[src/rtl/axis_1553_rt_framer.sv]
// MIL-STD-1553 RT message framer: filters commands for RT_ADDR, checks data word counts, frames AXI-Stream messages.
// Optional AXIS_1553_BROADCAST_EN: also accept RT address 31 as broadcast (transmit broadcasts are rejected).
module axis_1553_rt_framer #(
    parameter logic [4:0] RT_ADDR        = 5'd1,
    parameter int         TIMEOUT_CYCLES = 600,
    parameter int         CNT_W          = 16
) (
    input  logic             aclk,
    input  logic             arstn,
    input  logic [15:0]      s_axis_tdata,
    input  logic [7:0]       s_axis_tuser,
    input  logic             s_axis_tvalid,
    output logic             s_axis_tready,
    output logic [15:0]      m_axis_tdata,
    output logic [7:0]       m_axis_tuser,
    output logic             m_axis_tlast,
    output logic             m_axis_tvalid,
    input  logic             m_axis_tready,
    output logic [CNT_W-1:0] msg_count,
    output logic [CNT_W-1:0] err_count
);

    localparam int              TMO_W    = $clog2(TIMEOUT_CYCLES + 1);
    localparam logic [TMO_W-1:0] TMO_LAST = TMO_W'(TIMEOUT_CYCLES - 1);

    typedef enum logic [1:0] {IDLE, RX_DATA, TERM} state_t;

    state_t           state, state_nxt;
    logic [5:0]       words_left, words_left_nxt;
    logic [4:0]       sa_r, sa_nxt;
    logic [1:0]       code_r, code_nxt;
    logic [TMO_W-1:0] tmo_cnt, tmo_nxt;
    logic [15:0]      tdata_nxt;
    logic [7:0]       tuser_nxt;
    logic             tlast_nxt;
    logic             load;
    logic             msg_inc, err_inc;

    logic       is_cmd, par_ok, tr, mode, is_bcast, addr_match, out_free, accept;
    logic [4:0] rt, sa, wc;
    logic       unused_flags;

    function automatic logic [CNT_W-1:0] sat_inc(input logic [CNT_W-1:0] v, input logic inc);
        if (inc && (v != {CNT_W{1'b1}}))
            return v + {{(CNT_W-1){1'b0}}, 1'b1};
        return v;
    endfunction

    assign is_cmd       = (s_axis_tuser[7:5] == 3'b100);
    assign par_ok       = s_axis_tuser[0];
    assign unused_flags = ^s_axis_tuser[4:1];
    assign rt           = s_axis_tdata[15:11];
    assign tr           = s_axis_tdata[10];
    assign sa           = s_axis_tdata[9:5];
    assign wc           = s_axis_tdata[4:0];
    assign mode         = (sa == 5'd0) || (sa == 5'd31);

`ifdef AXIS_1553_BROADCAST_EN
    assign is_bcast   = (rt == 5'd31);
    assign addr_match = (rt == RT_ADDR) || is_bcast;
`else
    assign is_bcast   = 1'b0;
    assign addr_match = (rt == RT_ADDR);
`endif

    // A command arriving mid-message is refused so it can be re-examined after the terminator.
    assign out_free      = !m_axis_tvalid || m_axis_tready;
    assign s_axis_tready = (state != TERM) && out_free &&
                           !((state == RX_DATA) && s_axis_tvalid && is_cmd);
    assign accept        = s_axis_tvalid && s_axis_tready;

    always_comb begin
        state_nxt      = state;
        words_left_nxt = words_left;
        sa_nxt         = sa_r;
        code_nxt       = code_r;
        tmo_nxt        = tmo_cnt;
        load           = 1'b0;
        tdata_nxt      = s_axis_tdata;
        tuser_nxt      = {3'b010, sa_r};
        tlast_nxt      = 1'b0;
        msg_inc        = 1'b0;
        err_inc        = 1'b0;
        case (state)
            IDLE: begin
                if (accept && is_cmd) begin
                    if (!par_ok) begin
                        err_inc = 1'b1;
                    end else if (addr_match) begin
                        if (is_bcast && tr) begin
                            err_inc = 1'b1;
                        end else begin
                            load      = 1'b1;
                            tuser_nxt = {3'b100, sa};
                            sa_nxt    = sa;
                            tmo_nxt   = '0;
                            if (tr || (mode && !s_axis_tdata[4])) begin
                                tlast_nxt = 1'b1;
                                msg_inc   = 1'b1;
                            end else begin
                                state_nxt      = RX_DATA;
                                words_left_nxt = mode ? 6'd1 :
                                                 ((wc == 5'd0) ? 6'd32 : {1'b0, wc});
                            end
                        end
                    end
                end
            end
            RX_DATA: begin
                tmo_nxt = tmo_cnt + TMO_W'(1);
                if (accept) begin
                    tmo_nxt = '0;
                    if (!par_ok) begin
                        code_nxt  = 2'd1;
                        err_inc   = 1'b1;
                        state_nxt = TERM;
                    end else begin
                        load           = 1'b1;
                        words_left_nxt = words_left - 6'd1;
                        if (words_left == 6'd1) begin
                            tlast_nxt = 1'b1;
                            msg_inc   = 1'b1;
                            state_nxt = IDLE;
                        end
                    end
                end else if (s_axis_tvalid && is_cmd) begin
                    code_nxt  = 2'd2;
                    err_inc   = 1'b1;
                    state_nxt = TERM;
                end else if (tmo_cnt == TMO_LAST) begin
                    code_nxt  = 2'd3;
                    err_inc   = 1'b1;
                    state_nxt = TERM;
                end
            end
            TERM: begin
                if (out_free) begin
                    load      = 1'b1;
                    tdata_nxt = 16'h0000;
                    tuser_nxt = {6'b000000, code_r};
                    tlast_nxt = 1'b1;
                    state_nxt = IDLE;
                end
            end
            default: state_nxt = IDLE;
        endcase
    end

    always_ff @(posedge aclk) begin
        if (!arstn) begin
            state         <= IDLE;
            words_left    <= '0;
            sa_r          <= '0;
            code_r        <= '0;
            tmo_cnt       <= '0;
            m_axis_tdata  <= '0;
            m_axis_tuser  <= '0;
            m_axis_tlast  <= 1'b0;
            m_axis_tvalid <= 1'b0;
            msg_count     <= '0;
            err_count     <= '0;
        end else begin
            state      <= state_nxt;
            words_left <= words_left_nxt;
            sa_r       <= sa_nxt;
            code_r     <= code_nxt;
            tmo_cnt    <= tmo_nxt;
            msg_count  <= sat_inc(msg_count, msg_inc);
            err_count  <= sat_inc(err_count, err_inc);
            // Output register: a held beat only moves once the downstream takes it.
            if (load) begin
                m_axis_tdata  <= tdata_nxt;
                m_axis_tuser  <= tuser_nxt;
                m_axis_tlast  <= tlast_nxt;
                m_axis_tvalid <= 1'b1;
            end else if (m_axis_tready) begin
                m_axis_tvalid <= 1'b0;
            end
        end
    end

endmodule
[config.mk]
export PLATFORM = sky130hd
export DESIGN_NAME = axis_1553_rt_framer
export DESIGN_NICKNAME = d
export VERILOG_FILES = /design/src/rtl/axis_1553_rt_framer.sv
export SDC_FILE = /design/constraint.sdc
export NUM_CORES = 1
export LEC_CHECK = 0
export BUFFER_PORTS_ARGS = -buffer_cell sky130_fd_sc_hd__buf_2
export CELL_PAD_IN_SITES_DETAIL_PLACEMENT = 0
export CELL_PAD_IN_SITES_GLOBAL_PLACEMENT = 1
export CORE_UTILIZATION = 40
export CTS_CLUSTER_DIAMETER = 80
export DETAILED_ROUTE_END_ITERATION = 6
export GPL_TIMING_DRIVEN = 0
export PLACE_DENSITY_LB_ADDON = 0.1
export RECOVER_POWER = 50
export SYNTH_ARGS = -nofsm -noshare
export SYNTH_HDL_FRONTEND = slang
export SYNTH_SLANG_ARGS = --single-unit
[constraint.sdc]
create_clock -name aclk -period 2.1 [get_ports aclk]
set_input_delay 0 -clock aclk [delete_from_list [all_inputs] [get_ports aclk]]
set_output_delay 0 -clock aclk [all_outputs]
set_load 0.05 [all_outputs]
==> qor.txt <==
status - completed
routed vias - 3898
Slew Viols, Final - 0
Final Cell Area - 5170 µm²
worst setup margin - 0.0607 ns
detailed-route wire length per cell - 15.7 µm
Final Hold Viols - 0
CTS sink count - 82
Top Ports - 87
Detailed Place HPWL - 7.89 mm
Total GRT Usage - 22.0%
vias in the first global route - 3524
I/O Buffers - 81
Rel. slew slack - 55.9%
Synth cell types - 65
Mean Syn Cell Area - 8.53 µm²
CTS tree - done
Num CTS Buffers - 9
share of layout cells above drive strength 1 - 16.9%
Placed Cells - 691
switching power - 723 µW
reg-to-reg startpoint - state[0]
sequential area share after synthesis - 40.4%
GR Overflow Total - 0
combinational share of power - 5.7%
Peak VDD IR - 0.393 mV
final setup fails - 0
reg-to-reg slack, setup - 0.06 ns
Routed WL - 11.5 mm
predominant post-synthesis flop cell - dfxtp_1
htree depth - 3
Int Pwr - 2420 µW
global-route wire length before repair - 17.6 mm
Max Cap Viol - 0
ANT nets after route - 0
routability congestion estimate - 0.802
Hold Startpoint - s_axis_tdata[6]
WL met2 - 5.54 mm
fillcell total - 1027
Remaining DRCs - 0
area growth from synthesis to layout - 27.0%
clk_lat worst skew - 0.36 ns
Critical R2R Capture - err_count[10]
crit start category - register
Sw Ratio - 23.0%
Synth async-reset ratio - 0%
antenna violations before repair - 0
highest routed layer - met4
WHS Path Cells - 3
Starting Density - 41.4%
DR WL met3 - 410 µm
n_diodes - 0
pre-CTS setup slack - -0.123 ns
Mapped Area - 4070 µm²
fin crit share - 97.1%
Final Critical Period - 2.04 ns
Worst Skew - 0.0111 ns
Fmax achieved - 490 MHz
Syn. warnings - 0
Pre-Repair DR Iteration Count - 4
num rows - 36
Total Nets Final - 625
Via density - 5.34
Die Span Y - 103 µm
Hold EP - sa_r[1]
R2R depth - 8
Worst setup EP type - register
clk root buf - clkbuf_8
CP Data Arrival Time - 2.27 ns
DIE WIDTH - 103 µm
post-synth net total - 510
leakage - 0.00175 µW
final total power - 3150 µW
Yosys reg bits - 82
Hold Worst Slack - 0.0159 ns
critical path class - register to register
Worst-Margin Slew - 0.665 ns
Clk pwr share - 45.0%
crit path max fanout - 9
number of synthesized flops with an enable pin - 0
RSZ-0062 raised after global routing - true
largest net degree at the start of global routing - 16
total core area - 9820 µm²
post-synthesis cell count - 477
area post-placement - 4640 µm²
met1 WL - 5.37 mm
register share of total power - 49.3%
CTS max path bufs - 2
die area - 10600 µm²
DRT iter0 DRCs - 121
HP Class - input pin to register
Finished Layout Cells - 730
Clk pin slew, worst setup/hold paths - 0.09 ns
cell area power density - 609 nW/µm²
Required @ worst endpoint - 2.33 ns
critical path, cell delays in order (launching register included):
cell and delay [ns]:
dfxtp_1 0.32, buf_4 0.16, nor2b_1 0.11, o41ai_1 0.49, a21oi_4 0.12, buf_8 0.19
nor4_2 0.30, xnor2_1 0.16, nor2_1 0.05
power by group through the flow:
stage	Combinational, µW	Clock, µW	Sequential, µW
after detailed placement	139	0	1590
after CTS	167	1460	1550
final	178	1420	1550
after global placement	138	0	1590
after global routing	192	1520	1550
after floorplan	69.6	0	1590
what timing repair did:
action                                  in CTS  in global routing
setup buffers                                1                  5
endpoints found under the hold margin       21                  0
pin swaps                                    1                  7
hold buffers                                18                  0
endpoints found under the setup margin      17                 56
cloned                                       0                  0
gates resized for setup                      5                 29
worst max-delay path by stage:
stage               cells past startpoint  slack (ns)    startpoint       endpoint
floorplan                               7        0.02  err_count[4]   err_count[5]
global placement                        8       -0.14    tmo_cnt[0]  err_count[15]
detailed placement                      8       -0.12    tmo_cnt[0]  err_count[15]
CTS                                     8        0.01      state[0]  words_left[3]
global route                            8       -0.06      state[0]  err_count[14]
finish                                  8        0.06      state[0]  err_count[10]
cell usage in the layout (no fill, tap or decap), drive strengths merged, types with 6 or more instances in the layout:
cell,count
buf,40
inv,12
or3,11
nand2,45
xor2,6
nor4,6
nand4,12
dfxtp,82
clkbuf,79
nor2,55
a21oi,44
nand3,36
mux2i,9
xnor2,15
nand2b,7
dlygate4sd3,18
nor3,12
and4,7
o21ai,23
metal layers:
| metal | vias to the layer above | GRT usage [%] |
|---|---|---|
| met3 | 13 | 2.92 |
| met2 | 78 | 35.7 |
| met1 | 1852 | 29.6 |
| met5 | - | 0 |
| met4 | 0 | 8.45 |
| li1 | 1955 | - |
per-stage QoR:
stage	setup TNS (ns)	utilization, %
2_1_floorplan	0	-
3_3_place_gp	-0.844	47.2
3_5_place_dp	-0.798	47.2
4_1_cts	0	51.8
5_1_grt	-0.396	52.6
6_report	0	52.6
state kept, by name, indices dropped and copies added (netlist names):
name / flops
state: 2
tmo_cnt: 10
m_axis_tuser: 7
msg_count: 16
err_count: 16
code_r: 2
sa_r: 5
m_axis_tdata: 16
m_axis_tvalid: 1
words_left: 6
m_axis_tlast: 1
cell type report:
| class | count | area, µm² | area share [%] |
|---|---|---|---|
| sequential | 82 | 1650 | 32.0 |
| clock buffer | 9 | 124 | 2.40 |
| clock inverter | 7 | 125 | 2.42 |
| buffer | 23 | 134 | 2.59 |
| tap | 133 | 166 | 3.22 |
| multi-input combinational | 361 | 2370 | 45.9 |
| inverter | 10 | 37.5 | 0.726 |
| timing repair buffer | 105 | 558 | 10.8 |
cell usage after synthesis (all sizes together) (6+ instances only):
| master | count | share of area [%] |
|---|---|---|
| a21oi | 44 | 5.8 |
| and4 | 7 | 1.5 |
| buf | 12 | 2.0 |
| clkbuf | 12 | 1.1 |
| dfxtp | 82 | 40 |
| inv | 10 | 0.92 |
| mux2i | 9 | 2.2 |
| nand2 | 45 | 4.2 |
| nand2b | 7 | 1.1 |
| nand3 | 36 | 4.4 |
| nand4 | 12 | 2.2 |
| nor2 | 55 | 5.1 |
| nor3 | 12 | 1.6 |
| nor4 | 6 | 1.9 |
| o21ai | 23 | 2.9 |
| or3 | 11 | 1.7 |
| xnor2 | 15 | 3.2 |
| xor2 | 6 | 1.3 |
kinds of logic after synthesis:
logic type                 synth area share (%)
and+or+nand+nor                            30.7
buffers and inverters                      4.03
xor gates and xnor gates                   4.52
other                                    0.0922
adders and majority gates                  1.54
DFF                                        40.4
muxes                                      2.49
AOI/OAI and AO/OA                          16.2
Note: power is estimated with default switching activity, not from simulation.
